[src/rtl/mult_pkg.sv]
// Shared types and defaults for the shift-and-add multiplier controller.
package mult_pkg;

    // Default operand width in bits; the product is twice this wide.
    localparam int unsigned MULT_WIDTH = 8;

    // Controller states, held in a single state register.
    typedef enum logic [1:0] {
        IDLE,
        LOAD,
        CALC,
        DONE
    } state_t;

    // Width of a counter that must be able to hold the value w.
    function automatic int unsigned cnt_width(input int unsigned w);
        return $clog2(w + 1);
    endfunction

endpackage

[src/rtl/shift_add_mult_ctrl_if.sv]
// Request/result bundle between the board control logic and the multiplier.
// The master drives the start pulse and operands; the slave (the multiplier)
// returns status and the held product.
interface shift_add_mult_ctrl_if
    import mult_pkg::*;
#(
    parameter int unsigned WIDTH = MULT_WIDTH,
    parameter int unsigned CNT_W = cnt_width(WIDTH)
);

    logic                 start;
    logic [WIDTH-1:0]     op_a;
    logic [WIDTH-1:0]     op_b;
    logic                 busy;
    logic                 done;
    logic [2*WIDTH-1:0]   product;
    logic [CNT_W-1:0]     step_cnt;

    modport master (
        output start,
        output op_a,
        output op_b,
        input  busy,
        input  done,
        input  product,
        input  step_cnt
    );

    modport slave (
        input  start,
        input  op_a,
        input  op_b,
        output busy,
        output done,
        output product,
        output step_cnt
    );

endinterface

[src/rtl/shift_add_mult_ctrl.sv]
// Sequential unsigned WIDTH x WIDTH shift-and-add multiplier.
// One multiplier bit is consumed per CALC cycle; the product register is
// written only on entry to DONE and held until the next operation completes.
// Optional build macro MULT_EARLY_TERM_EN: leave CALC as soon as no multiplier
// bits remain set (at least one step is always executed).
module shift_add_mult_ctrl
    import mult_pkg::*;
#(
    parameter int unsigned WIDTH = MULT_WIDTH,
    parameter int unsigned CNT_W = cnt_width(WIDTH)
) (
    input  logic                  clock,
    input  logic                  reset,
    shift_add_mult_ctrl_if.slave  bus
);

    state_t               state_q, state_d;
    logic [2*WIDTH-1:0]   mcand_q, mcand_d;
    logic [WIDTH-1:0]     mplier_q, mplier_d;
    logic [2*WIDTH-1:0]   acc_q, acc_d;
    logic [2*WIDTH-1:0]   product_q, product_d;
    logic [CNT_W-1:0]     step_q, step_d;

    logic [2*WIDTH-1:0]   acc_sum;
    logic [WIDTH-1:0]     mplier_shift;
    logic [CNT_W-1:0]     step_inc;
    logic                 last_step;

    // Per-step arithmetic: conditional add, shifted multiplier, step count,
    // and whether this step ends the CALC phase.
    always_comb begin
        acc_sum      = acc_q + (mplier_q[0] ? mcand_q : '0);
        mplier_shift = mplier_q >> 1;
        step_inc     = step_q + CNT_W'(1);
`ifdef MULT_EARLY_TERM_EN
        last_step    = (step_inc == CNT_W'(WIDTH)) || (mplier_shift == '0);
`else
        last_step    = (step_inc == CNT_W'(WIDTH));
`endif
    end

    // Next-state and datapath updates; every register holds by default.
    always_comb begin
        state_d   = state_q;
        mcand_d   = mcand_q;
        mplier_d  = mplier_q;
        acc_d     = acc_q;
        product_d = product_q;
        step_d    = step_q;
        unique case (state_q)
            IDLE: begin
                if (bus.start) begin
                    // Operands are captured on the accepting edge so later
                    // changes on op_a/op_b cannot disturb the operation.
                    state_d  = LOAD;
                    mcand_d  = {{WIDTH{1'b0}}, bus.op_a};
                    mplier_d = bus.op_b;
                    acc_d    = '0;
                    step_d   = '0;
                end
            end
            LOAD: begin
                state_d = CALC;
            end
            CALC: begin
                acc_d    = acc_sum;
                mcand_d  = mcand_q << 1;
                mplier_d = mplier_shift;
                step_d   = step_inc;
                if (last_step) begin
                    state_d   = DONE;
                    product_d = acc_sum;
                end
            end
            DONE: begin
                state_d = IDLE;
            end
            default: begin
                state_d = IDLE;
            end
        endcase
    end

    // State and datapath registers, cleared asynchronously.
    always_ff @(posedge clock or negedge reset) begin
        if (!reset) begin
            state_q   <= IDLE;
            mcand_q   <= '0;
            mplier_q  <= '0;
            acc_q     <= '0;
            product_q <= '0;
            step_q    <= '0;
        end else begin
            state_q   <= state_d;
            mcand_q   <= mcand_d;
            mplier_q  <= mplier_d;
            acc_q     <= acc_d;
            product_q <= product_d;
            step_q    <= step_d;
        end
    end

    // Status outputs decode directly from the state register.
    always_comb begin
        bus.busy     = (state_q == LOAD) || (state_q == CALC);
        bus.done     = (state_q == DONE);
        bus.product  = product_q;
        bus.step_cnt = step_q;
    end

endmodule

[src/flat_wrapper.sv]
// flat-port wrapper written by rule: the top's interface ports become plain ports
module shift_add_mult_ctrl_flat import mult_pkg::*;
#(
    parameter int unsigned WIDTH = MULT_WIDTH,
    parameter int unsigned CNT_W = cnt_width(WIDTH)
)
  (clock, reset, bus_start, bus_op_a, bus_op_b, bus_busy, bus_done, bus_product, bus_step_cnt);
  shift_add_mult_ctrl_if #(.WIDTH(WIDTH), .CNT_W(CNT_W)) bus_i ();
  input  logic clock;
  input  logic reset;
  input wire logic [$bits(bus_i.start)-1:0] bus_start;
  input wire logic [$bits(bus_i.op_a)-1:0] bus_op_a;
  input wire logic [$bits(bus_i.op_b)-1:0] bus_op_b;
  output wire logic [$bits(bus_i.busy)-1:0] bus_busy;
  output wire logic [$bits(bus_i.done)-1:0] bus_done;
  output wire logic [$bits(bus_i.product)-1:0] bus_product;
  output wire logic [$bits(bus_i.step_cnt)-1:0] bus_step_cnt;
  assign bus_i.start = bus_start;
  assign bus_i.op_a = bus_op_a;
  assign bus_i.op_b = bus_op_b;
  assign bus_busy = bus_i.busy;
  assign bus_done = bus_i.done;
  assign bus_product = bus_i.product;
  assign bus_step_cnt = bus_i.step_cnt;
  shift_add_mult_ctrl #(.WIDTH(WIDTH), .CNT_W(CNT_W)) u_core (.clock(clock), .reset(reset), .bus(bus_i));
endmodule
[config.mk]
export PLATFORM = sky130hd
export DESIGN_NAME = shift_add_mult_ctrl_flat
export DESIGN_NICKNAME = d
export VERILOG_FILES = /design/src/rtl/mult_pkg.sv /design/src/rtl/shift_add_mult_ctrl_if.sv /design/src/rtl/shift_add_mult_ctrl.sv /design/src/flat_wrapper.sv
export SDC_FILE = /design/constraint.sdc
export NUM_CORES = 1
export LEC_CHECK = 0
export CORE_ASPECT_RATIO = 1.5
export CORE_MARGIN = 1
export CORE_UTILIZATION = 45
export DETAILED_ROUTE_END_ITERATION = 6
export PLACE_DENSITY = 0.8
export REMOVE_ABC_BUFFERS = 1
export SETUP_SLACK_MARGIN = 0.2
export SYNTH_ARGS = -nofsm -noshare
export SYNTH_HDL_FRONTEND = slang
export SYNTH_SLANG_ARGS = --single-unit
[constraint.sdc]
create_clock -name clock -period 2.5 [get_ports clock]
set_input_delay 0.5 -clock clock [delete_from_list [all_inputs] [get_ports clock]]
set_output_delay 0.5 -clock clock [all_outputs]
set_load 0.02 [all_outputs]
==> qor.yml <==
cells_and_area:
  finalCoreUtilization: 0.622
  stdcell_count: 479
  layout-drive-gt1-share: 0.209
  n_fill_cell: 556
  leading_cell_type_in_the_layout_fill_and_taps_excluded: "sky130_fd_sc_hd__dfrtp_1"
  layout-area-overhead-vs-synth_pct: 31.6
  most-common-layout-cells: "sky130_fd_sc_hd__dfrtp_1, sky130_fd_sc_hd__nand2_1, sky130_fd_sc_hd__clkdlybuf4s50_1"
  antenna_cells_inserted: 0
  nets: 416
placed_design:
  gp_congestion: 0.869
  place_ws_ns: -0.101
  dp_cells: 457
  buffer_ports.inserted: 40
  place_hpwl_um: 4900
setup_path:
  critPathMaxStageDelay_ns: 0.40
  standard_cell_with_the_maximum_stage_delay_on_the_critical_path: "sky130_fd_sc_hd__dfrtp_1"
  worstPathArrival_ns: 2.69
  timing.critical_path.fanout_max: 3
  setup.worst_path.class: "register to register"
  worstSetupEndpointType: "register"
  critPathRequiredTime_ns: 2.72
  crit_family: "compound AO/OA/AOI/OAI gates"
  cp_num_buf_inv: 1
  worstPathCellList: "and2_4, ha_4, fa_2, a21o_4, a311oi_4, buf_4, o21bai_1, a21oi_1, xor2_1, o21ai_1"
  timing.critical_path.from_type: "register"
power_and_ir_drop:
  irDropWorstVdd_mv: 0.890
  p_int_mw: 2.69
  power.density_mw_per_mm2: 994
  share_comb_of_total_power: 0.441
  totalPowerFinal_mw: 4.32
  power.share.clock: 0.226
  power_switching_share: 0.378
  seqPwrFrac: 0.334
  power_leakage_nw: 1.98
  power.switching_mw: 1.64
floorplan:
  floorplan.rows: 37
  die_w_um: 72.0
  start_util: 0.473
  floorplan_core_area_mm2: 0.00699
  die_height_um: 107
  die_area_mm2: 0.00770
  ios: 41
logic_synthesis:
  number_of_flops_mapped_to_enable_cells_by_yosys: 0
  synthCells: 319
  synth_area_leader_cell: "sky130_fd_sc_hd__dfrtp_1"
  synth_warnings: 0
  ys_seq_elements: 62
  synth_top_cell_area_share: 0.469
  ys.flop_type: "sky130_fd_sc_hd__dfrtp_1"
  synth_async_reset_ratio: 1.00
  yosys.cell_types.count: 39
  seq_total_area_yosys: 0.469
  mappedNetlistArea_mm2: 0.00331
  netlist_top_cells_area: "sky130_fd_sc_hd__dfrtp_1, sky130_fd_sc_hd__ha_1, sky130_fd_sc_hd__o21ai_0"
  post_synth.cell_area_avg_um2: 10.4
routing:
  drt-wirelength-per-cell_um: 15.2
  wirelength_um: 7300
  vias: 2579
  drt-vias-per-instance: 5.38
  detail-route-antenna-nets: 0
  drt_drc_violations_left: 0
  first_iter_violations: 165
  dr.pass1.iters: 4
global_routing:
  first_global_vias: 2540
  grt_use_met3: 0.0526
  groute.layer.met2.usage: 0.360
  antenna_found_initial: 0
  use_met1: 0.243
  overflow: 0
  grt_util_all_layers: 0.210
  grt_first_pass_wirelength_um: 12200
  top_usage_layer: "met2"
  grt_max_degree: 40
timing:
  max_slew.worst_pin.slew_ns: 0.834
  timing.fmax_ghz: 0.405
  hold_ws_ns: 0.122
  unrepaired_setup_endpoints_after_global_routing: "true"
  period_needed_ns: 2.47
  final_critical_path_setup_slack_ns: 0.0327
  relSlewSlack: 0.444
  final_worst_clock_skew_ns: 0.0129
  finalSetupViolations: 0
  hold_viol_final: 0
  drv_slew: 0
  final_min_period_over_clock_period: 0.987
run:
  drv_cap: 0
clock_network:
  clk-insertion-delay-late_ns: 0.36
  cts_hold_buf: 0
  cts_max_path_buffers: 2
  cts_sinks: 62
  clk_pin_slew_worst_paths_ns: 0.07
  cts_inserted_buffers: 9
  ctsHtreeMaxLevel: 3
  cts_root_buf: "sky130_fd_sc_hd__clkbuf_8"
  cts_tree: "done"
min_path:
  hold_path.class: "primary input to asynchronous set/reset pin"
status:
  status: "complete, no violations"
[synthesized netlist by cell type (2+ instances only)]
library cell / n
sky130_fd_sc_hd__a21o_1: 2
sky130_fd_sc_hd__a22o_1: 19
sky130_fd_sc_hd__xor2_1: 7
sky130_fd_sc_hd__buf_1: 3
sky130_fd_sc_hd__ha_1: 19
sky130_fd_sc_hd__buf_6: 2
sky130_fd_sc_hd__a21oi_1: 15
sky130_fd_sc_hd__clkbuf_1: 9
sky130_fd_sc_hd__mux2i_1: 16
sky130_fd_sc_hd__inv_1: 4
sky130_fd_sc_hd__o41ai_1: 2
sky130_fd_sc_hd__a211oi_1: 2
sky130_fd_sc_hd__nand4_1: 3
sky130_fd_sc_hd__nand3_1: 3
sky130_fd_sc_hd__nand2_1: 45
sky130_fd_sc_hd__a31oi_1: 2
sky130_fd_sc_hd__nor2b_1: 2
sky130_fd_sc_hd__dfrtp_1: 62
sky130_fd_sc_hd__nor2_1: 8
sky130_fd_sc_hd__and2_1: 16
sky130_fd_sc_hd__xnor2_1: 8
sky130_fd_sc_hd__mux2_2: 10
sky130_fd_sc_hd__o21ai_0: 40
sky130_fd_sc_hd__o21bai_1: 4
sky130_fd_sc_hd__nand4b_1: 2
[cell families (layout without fill, tap and decap cells)]
kind of cell | Yosys count | count (layout) | share of synthesized area
AO/OA/AOI/OAI | 94 | 94 | 0.186
AND/OR/NAND/NOR | 82 | 82 | 0.116
flip-flops | 62 | 62 | 0.469
multiplexers | 26 | 26 | 0.0825
adder cells (fa/ha/maj) | 20 | 20 | 0.0780
buffers and inverters | 20 | 83 | 0.0288
XOR/XNOR | 15 | 15 | 0.0397
[path summary, 6_finish.rpt]
path / startpoint / endpoint / slack, ns / cells past startpoint
min: reset / u_core.bus.product[1]$_DFFE_PN0P_ / 0.12 / 1
min reg2reg: u_core.bus.product[6]$_DFFE_PN0P_ / u_core.bus.product[6]$_DFFE_PN0P_ / 0.48 / 2
max: u_core.mplier_q[0]$_DFFE_PN0P_ / u_core.acc_q[8]$_DFFE_PN0P_ / 0.03 / 10
max reg2reg: u_core.mplier_q[0]$_DFFE_PN0P_ / u_core.acc_q[8]$_DFFE_PN0P_ / 0.03 / 10
min in group clock: u_core.bus.product[6]$_DFFE_PN0P_ / u_core.bus.product[6]$_DFFE_PN0P_ / 0.48 / 2
max in group asynchronous: reset / u_core.acc_q[14]$_DFFE_PN0P_ / 1.79 / 2
[area by class of cell]
cell class,count,area [µm²],area share
Timing Repair Buffer,63,593,0.136
Clock inverter,4,70.1,0.0161
Sequential cell,62,1550,0.357
Clock buffer,12,145,0.0334
Multi-Input combinational cell,237,1850,0.426
Tap cell,97,121,0.0279
Inverter,4,15.0,0.00345
[per-stage QoR]
stage	cell area (µm²)	TNS, ns
after floorplan	3230	-78.98
after global placement	3910	-0.0321
after detailed placement	3910	-0.521
after CTS	4210	0
after global routing	4350	-0.350
final	4350	0
[registers in the layout (all words and copies together) (netlist names)]
name and count:
u_core.bus.step_cnt 4, u_core.acc_q 16, u_core.mcand_q 16, u_core.state_q 2, u_core.mplier_q 8, u_core.bus.product 16
[worst register-to-register path, delay by kind of cell, from the launching register on]
| kind | cells | cell delay (ns) |
|---|---|---|
| AOI/OAI and AO/OA | 5 | 0.92 |
| adders and majority gates | 2 | 0.50 |
| DFF | 1 | 0.40 |
| xor gates and xnor gates | 1 | 0.20 |
| buffers and inverters | 1 | 0.17 |
| and+or+nand+nor | 1 | 0.15 |
[power groups by stage]
stage	Sequential [mW]	Combinational, mW	Clock (mW)
3_5_place_dp	1.44	1.71	0
4_1_cts	1.44	1.77	0.998
2_1_floorplan	1.43	1.09	0
5_1_grt	1.47	2.10	1.03
3_3_place_gp	1.43	1.67	0
6_report	1.44	1.90	0.976
[what timing repair did]
item	in CTS	in global routing
setup buffers	2	4
setup endpoints to repair	14	19
endpoints found under the hold margin	0	0
pin swaps	13	13
resized for setup	17	24
[metal layers]
layer,vias up,share of wire,wire length (µm)
met2,64,0.53,3860
li1,1257,-,-
met1,1235,0.40,2900
met5,-,0,0
met3,23,0.037,267
met4,0,0.037,272
No activity file was read; power rests on OpenSTA's default activity.
